## src/rtl/nibble_adder_sched.sv

```systemverilog
// Two-requester round-robin scheduler sharing one 4-bit adder for WIDTH-bit adds, LS nibble first.
// Optional macro OVERFLOW_FLAG_EN adds the res_ovf signed-overflow output.

module bit_4adder (
    input  logic [3:0] a,
    input  logic [3:0] b,
    input  logic       cin,
    output logic [3:0] sum,
    output logic       cout
);
    assign {cout, sum} = {1'b0, a} + {1'b0, b} + {4'b0000, cin};
endmodule

module nibble_adder_sched #(
    parameter int WIDTH = 16
) (
    input  logic             clk,
    input  logic             rst,
    input  logic             req0_valid,
    output logic             req0_ready,
    input  logic [WIDTH-1:0] req0_a,
    input  logic [WIDTH-1:0] req0_b,
    input  logic             req0_cin,
    input  logic             req1_valid,
    output logic             req1_ready,
    input  logic [WIDTH-1:0] req1_a,
    input  logic [WIDTH-1:0] req1_b,
    input  logic             req1_cin,
    output logic             res_valid,
    input  logic             res_ready,
    output logic [WIDTH-1:0] res_sum,
    output logic             res_cout,
    output logic             res_id
`ifdef OVERFLOW_FLAG_EN
    ,
    output logic             res_ovf
`endif
);
    localparam int NIB = WIDTH / 4;
    localparam int CW  = (NIB > 1) ? $clog2(NIB) : 1;

    typedef enum logic [1:0] {IDLE, RUN, DONE} state_t;

    state_t           state_q, state_d;
    logic [WIDTH-1:0] a_q, a_d, b_q, b_d, sum_q, sum_d;
    logic             c_q, c_d, id_q, id_d, last_q, last_d;
    logic [CW-1:0]    cnt_q, cnt_d;
`ifdef OVERFLOW_FLAG_EN
    logic             ovf_q, ovf_d;
`endif

    logic       any_valid, grant1;
    logic [3:0] add_sum;
    logic       add_cout;

    bit_4adder u_adder (
        .a   (a_q[4*cnt_q +: 4]),
        .b   (b_q[4*cnt_q +: 4]),
        .cin (c_q),
        .sum (add_sum),
        .cout(add_cout)
    );

    // On a tie the requester that did not win last time gets the grant.
    assign any_valid = req0_valid | req1_valid;
    assign grant1    = (req0_valid && req1_valid) ? ~last_q : req1_valid;

    always_comb begin
        state_d    = state_q;
        a_d        = a_q;
        b_d        = b_q;
        sum_d      = sum_q;
        c_d        = c_q;
        id_d       = id_q;
        last_d     = last_q;
        cnt_d      = cnt_q;
`ifdef OVERFLOW_FLAG_EN
        ovf_d      = ovf_q;
`endif
        req0_ready = 1'b0;
        req1_ready = 1'b0;
        case (state_q)
            IDLE: begin
                if (!rst) begin
                    req0_ready = any_valid && !grant1;
                    req1_ready = any_valid && grant1;
                end
                if (any_valid) begin
                    a_d     = grant1 ? req1_a : req0_a;
                    b_d     = grant1 ? req1_b : req0_b;
                    c_d     = grant1 ? req1_cin : req0_cin;
                    id_d    = grant1;
                    last_d  = grant1;
                    cnt_d   = '0;
                    state_d = RUN;
                end
            end
            RUN: begin
                sum_d[4*cnt_q +: 4] = add_sum;
                c_d                 = add_cout;
                if (cnt_q == CW'(NIB - 1)) begin
                    state_d = DONE;
`ifdef OVERFLOW_FLAG_EN
                    ovf_d = (a_q[WIDTH-1] == b_q[WIDTH-1]) && (add_sum[3] != a_q[WIDTH-1]);
`endif
                end else begin
                    cnt_d = cnt_q + 1'b1;
                end
            end
            DONE: begin
                if (res_ready) begin
                    state_d = IDLE;
                end
            end
            default: state_d = IDLE;
        endcase
    end

    always_ff @(posedge clk) begin
        if (rst) begin
            state_q <= IDLE;
            a_q     <= '0;
            b_q     <= '0;
            sum_q   <= '0;
            c_q     <= 1'b0;
            id_q    <= 1'b0;
            last_q  <= 1'b1;
            cnt_q   <= '0;
`ifdef OVERFLOW_FLAG_EN
            ovf_q   <= 1'b0;
`endif
        end else begin
            state_q <= state_d;
            a_q     <= a_d;
            b_q     <= b_d;
            sum_q   <= sum_d;
            c_q     <= c_d;
            id_q    <= id_d;
            last_q  <= last_d;
            cnt_q   <= cnt_d;
`ifdef OVERFLOW_FLAG_EN
            ovf_q   <= ovf_d;
`endif
        end
    end

    assign res_valid = (state_q == DONE);
    assign res_sum   = sum_q;
    assign res_cout  = c_q;
    assign res_id    = id_q;
`ifdef OVERFLOW_FLAG_EN
    assign res_ovf   = ovf_q;
`endif

endmodule

```

## config.mk

```make
export PLATFORM = sky130hd
export DESIGN_NAME = nibble_adder_sched
export DESIGN_NICKNAME = d
export VERILOG_FILES = /design/src/rtl/nibble_adder_sched.sv
export SDC_FILE = /design/constraint.sdc
export NUM_CORES = 1
export LEC_CHECK = 0
export BUFFER_PORTS_ARGS = -buffer_cell sky130_fd_sc_hd__buf_2
export CELL_PAD_IN_SITES_DETAIL_PLACEMENT = 1
export CELL_PAD_IN_SITES_GLOBAL_PLACEMENT = 2
export CORE_ASPECT_RATIO = 1.2
export CORE_MARGIN = 2
export CORE_UTILIZATION = 33
export DETAILED_ROUTE_END_ITERATION = 16
export PLACE_DENSITY = 0.94
export SLEW_MARGIN = 20
export SYNTH_ARGS = -nofsm -noshare
export SYNTH_HDL_FRONTEND = slang
export SYNTH_SLANG_ARGS = --single-unit
```

## constraint.sdc

```tcl
create_clock -name clk -period 5.7 [get_ports clk]
set_input_delay 1.14 -clock clk [delete_from_list [all_inputs] [get_ports clk]]
set_output_delay 1.14 -clock clk [all_outputs]
set_load 0.05 [all_outputs]
```

Word level (Yosys, flattened, before mapping)

Cells that the tools add are included.

Logic and storage cells: 53
Output and inout port bits: 21
Register bits: 55
Bits of input ports: 71

Muxes and demuxes: 18
Reductions and logical operators: 10
Bitwise gates (word level): 2
Shift operators: 4
Eq/ne operators: 7
Add/sub/neg operators: 4

Operators by type and width:

| operator                                                                | count |
|---|---|
| 4-bit negator with 34-bit output                                        | 1 |
| 4-bit by 34-bit variable shift with 16-bit output, first input constant | 1 |
| 4-bit by 34-bit variable part select with 16-bit output                 | 1 |
| 16-bit two-way mux                                                      | 2 |
| 16-bit by 5-bit variable part select with 4-bit output                  | 2 |
| 16-bit bitwise mux                                                      | 1 |
| 2-bit two-way mux                                                       | 5 |
| 1-bit two-way mux                                                       | 7 |
| 2-bit inequality test, second input constant                            | 3 |
| 2-bit one-hot mux with 3 select lines                                   | 1 |
| 3-bit AND reduction                                                     | 2 |
| 4-bit by 4-bit adder with 5-bit output                                  | 1 |
| 5-bit by 1-bit adder with 5-bit output                                  | 1 |
| 2-bit == test, second input constant                                    | 2 |
| 2-bit one-hot mux with 2 select lines                                   | 1 |
| 2-bit AND reduction                                                     | 2 |
| 1-bit logical AND                                                       | 3 |
| 2-bit by 1-bit adder with 2-bit output, second input constant           | 1 |
| 2-bit by 1-bit == test with 1-bit output, second input constant         | 1 |
| 2-bit zero test                                                         | 1 |
| 2-bit by 1-bit inequality test with 1-bit output, second input constant | 1 |
| 1-bit one-hot mux with 2 select lines                                   | 1 |
| 2-bit nonzero test                                                      | 1 |
| 1-bit zero test                                                         | 1 |
| other kinds (2)                                                         | 2 |

Depth between registers and ports, before layout

Depth in word-level cells: 6
Mapped depth: 7
Gate-level depth less buffers: 6

Cells and area by module

From an unflattened synthesis, not the netlist that was laid out.

Cells, all modules: 298
Area, all modules: 2914.0 um^2

Modules (own cells, without submodules):

| module             | area an instance (um^2) | seq. area each (um^2) | cells an instance | instances |
|---|---|---|---|---|
| nibble_adder_sched | 2770.2                  | 1101.1                | 282               | 1 |
| bit_4adder         | 143.9                   | 0.0                   | 16                | 1 |

Worst setup path before layout

Ideal clock, no wire load.

Kind: input-to-output
From: in req0_valid
To: out req0_ready
Slack: 2.497 ns
Arrival time: 2.063 ns
Path buffers: 0
Stages on the path: 2
Cell sequence: or3b_4 nor3_4

Word-level cells in the longest chain between the ends: 6
Elaborated cells between the ends (all ways): 7
Classes of those cells: mux: 3; bitwise: 1; reduce/logical: 3

RTL lines:

| what                  | RTL line | text |
|---|---|---|
| start, declared       | 19       | `input logic req0_valid,` |
| 1-bit logical AND     | 66       | `assign grant1 = (req0_valid && req1_valid) ? ~last_q : req1_valid;` |
| 1-bit two-way mux     | 66       |  |
| 1-bit zero test       | 85       | `req0_ready = any_valid && !grant1;` |
| 1-bit logical AND (*) | 85       |  |
| 1-bit two-way mux (*) | 84       | `if (!rst) begin` |
| 1-bit two-way mux (*) | 82       | `case (state_q)` |
| end, declared         | 20       | `output logic req0_ready,` |

Mark *: on every way between the ends. The rest lies on a longest branch, timed or not.

Worst setup path in the final report

From: in req1_valid
To: out req1_ready

Word-level cells in the longest chain between the ends: 5
Elaborated cells between the ends (all ways): 6
Classes of those cells: mux: 3; bitwise: 1; reduce/logical: 2

RTL lines:

| what                  | RTL line | text |
|---|---|---|
| start, declared       | 24       | `input logic req1_valid,` |
| 1-bit logical AND     | 66       |  |
| 1-bit two-way mux     | 66       |  |
| 1-bit logical AND (*) | 86       | `req1_ready = any_valid && grant1;` |
| 1-bit two-way mux (*) | 84       |  |
| 1-bit two-way mux (*) | 82       |  |
| end, declared         | 25       | `output logic req1_ready,` |

Marks and branches as above.

==> results.sh <==
export IMPL_outcome="finished clean"
export IMPL_ctsHtreeMaxLevel=2
export IMPL_drc=0
export IMPL_dieWidth_um=88.7
export IMPL_clk_pin_slew_worst_paths_ns=0.10
export IMPL_tightest_slew_ns=0.950
export IMPL_required_ns=4.56
export IMPL_fin_ws_ns=2.03
export IMPL_postRouteAntennaNets=0
export IMPL_antenna_cells=0
export IMPL_fp_coreArea_mm2=0.00847
export IMPL_wl_per_cell_um=16.4
export IMPL_cts_hold_repair_buffers=0
export IMPL_area_growth_pct=20.5
export IMPL_avgViaCountPerCell=5.17
export IMPL_multi_input_area_mm2=0.00161
export IMPL_cts_max_path_buffers=2
export IMPL_min_path_type="reg2reg"
export IMPL_insertion_delay_ns=0.30
export IMPL_fmax_mhz=272
export IMPL_hold_viol=0
export IMPL_grt_pass1_wl_um=12800
export IMPL_finalNetCount=427
export IMPL_critPathLaunchType="primary input"
export IMPL_drtPass1Iterations=5
export IMPL_cp_common_cell="buf_2"
export IMPL_p_per_area_mw_per_mm2=257
export IMPL_dp_slack_ns=2.00
export IMPL_num_vias=2393
export IMPL_finalWirelength_um=7590
export IMPL_antenna_found_initial=0
export IMPL_ys_seq_area_share_pct=38.8
export IMPL_io_buffers=91
export IMPL_cap_viol_max_count=0
export IMPL_grt_max_degree=29
export IMPL_critPathCaptureType="output pin"
export IMPL_arrival_ns=2.53
export IMPL_first_iter_violations=132
export IMPL_synth_seq_cells=55
export IMPL_grt_ovfl_total=0
export IMPL_grt_setup_unrepaired="no"
export IMPL_layout_common_cells="buf_2 (91), dfxtp_1 (55), nor2_1 (40), nand2_1 (15), a22oi_1 (14)"
export IMPL_drive_above_1_share_pct=41.9
export IMPL_die_height_um=106
export IMPL_grt_pass1_vias=2643
export IMPL_slew_violations=0
export IMPL_synth_avg_cell_area_um2=10.8
export IMPL_ys_warn_count=0
export IMPL_fin_util_pct=40.4
export IMPL_finalSetupViolCount=0
export IMPL_min_period_over_period_pct=64.5
export IMPL_fin_setup_tns_ns=0
export IMPL_path_cells="buf_2 > a21bo_1 > nor3_4 > buf_2"
export IMPL_reg2reg_slack_ns=2.52
export IMPL_max_slew_margin_rel_pct=36.5
export IMPL_cts_tree="done"
export IMPL_grt_use_total_pct=17.3
export IMPL_cts_resized=0
export IMPL_cts_setup_buffers=0
export IMPL_critPathKind="in2out"
export IMPL_dieArea_mm2=0.00937
export IMPL_synthCells=262
export IMPL_rows=37
export IMPL_synthesis_area_mm2=0.00284
export IMPL_io_pins=92
export IMPL_clock_sinks=55
export IMPL_regArea_mm2=0.00110
export IMPL_syn_nets=344
export IMPL_fill_cells=1000
export IMPL_p_leak_nw=1.53
export IMPL_layout_commonest_cell="buf_2"
export IMPL_yosys_cell_types_count=45
export IMPL_cts_buffers=5
export IMPL_initial_core_util_pct=33.5
export IMPL_cts_root_buf="clkbuf_8"
export IMPL_max_stage_delay_ns=0.53
export IMPL_gp_congestion=0.798
export IMPL_worstPathMaxFanout=16
export IMPL_finalCriticalPeriod_ns=3.67
export IMPL_vdd_drop_max_mv=0.121
export IMPL_dp_hpwl_um=5870
export IMPL_cpMaxStageDelayCell="a21bo_1"
export IMPL_skew_ns=0.00406
==> cells in the mapped netlist (all sizes together) <==
library cell  instances  share of area (%)
nor4                  4                3.0
and2b                 1               0.31
mux4                  8                6.3
a32oi                 3               0.93
a21bo                 1               0.35
nor2                 50                8.6
mux2i                13                4.6
a21o                  8                2.1
clkbuf                5               0.66
nor2b                 2               0.44
o21ai                 1               0.18
a22oi                18                5.5
ha                    9                4.0
inv                   3               0.40
a211o                 1               0.31
o32ai                 1               0.31
dfxtp                55                 39
a21oi                 8                1.9
nand3                 2               0.35
o22a                  1               0.31
a222oi               10                3.5
a211oi               13                4.7
nand2b                1               0.31
a22o                  5                1.5
o221ai                1               0.31
or2                   4               0.88
or3b                  1               0.40
nand2                15                2.0
nor3                  3                1.3
buf                  11                3.8
fa                    2                1.4
a31oi                 1               0.22
xor2                  1               0.31
==> critical path, delay by kind of cell <==
family,cells,cell delay (ns)
AO/OA/AOI/OAI,1,0.53
buffers and inverters,2,0.47
AND/OR/NAND/NOR,1,0.40
==> registers in the layout, summed over array words and instances, names as in the netlist <==
register  cells
b_q          16
res_cout      1
res_sum      16
res_id        1
cnt_q         2
last_q        1
a_q          16
state_q       2
==> worst paths after layout <==
path,from,endpoint,cells after the start
worst min register to register,b_q[12]$_SDFFE_PP0P_,b_q[12]$_SDFFE_PP0P_,1
worst max register to register,cnt_q[0]$_SDFFE_PP0P_,res_sum[10]$_SDFFE_PP0P_,6
worst min-delay path,b_q[12]$_SDFFE_PP0P_,b_q[12]$_SDFFE_PP0P_,1
worst max-delay path,req1_valid,req1_ready,4
==> routing by layer <==
| layer | part of all wire [%] | track usage [%] | vias to the layer above |
|---|---|---|---|
| met5 | 0 | 0 | - |
| met4 | 1.3 | 4.65 | 0 |
| met3 | 4.5 | 2.51 | 8 |
| met2 | 54 | 31.3 | 72 |
| met1 | 40 | 20.8 | 1161 |
| li1 | - | - | 1152 |
==> area by class of cell <==
class                           count  share of cell area (%)
Clock buffer                        7                    2.52
Clock inverter                      1                   0.256
Inverter                            3                   0.329
Multi-Input combinational cell    188                    46.9
Sequential cell                    55                    32.2
Tap cell                          117                    4.28
Timing Repair Buffer               92                    13.5
==> power by group <==
part	leakage (nW)	total, mW	switching [mW]	internal (mW)
logic	1.03	0.221	0.129	0.0917
clock network	0.0484	0.225	0.125	0.0999
registers	0.451	0.434	0.0229	0.411
total	1.53	0.881	0.278	0.603
==> metrics by stage <==
stage,instances,power [mW],cell area (um2),hold slack [ns]
global route,463,0.927,3420,0.493
floorplan,262,0.602,2840,0.421
detailed placement,455,0.666,3320,0.442
global placement,455,0.657,3320,0.436
CTS,463,0.891,3420,0.466
finish,463,0.881,3420,0.464
==> logic make-up after synthesis <==
logic type	after synthesis	synth area share [%]
mux	21	10.9
flops	55	38.8
compound gates	72	22.2
xor+xnor	1	0.308
simple gates	83	17.6
buf+inv	19	4.85
fa+ha+maj	11	5.37
No activity file was read; power rests on OpenSTA's default activity.
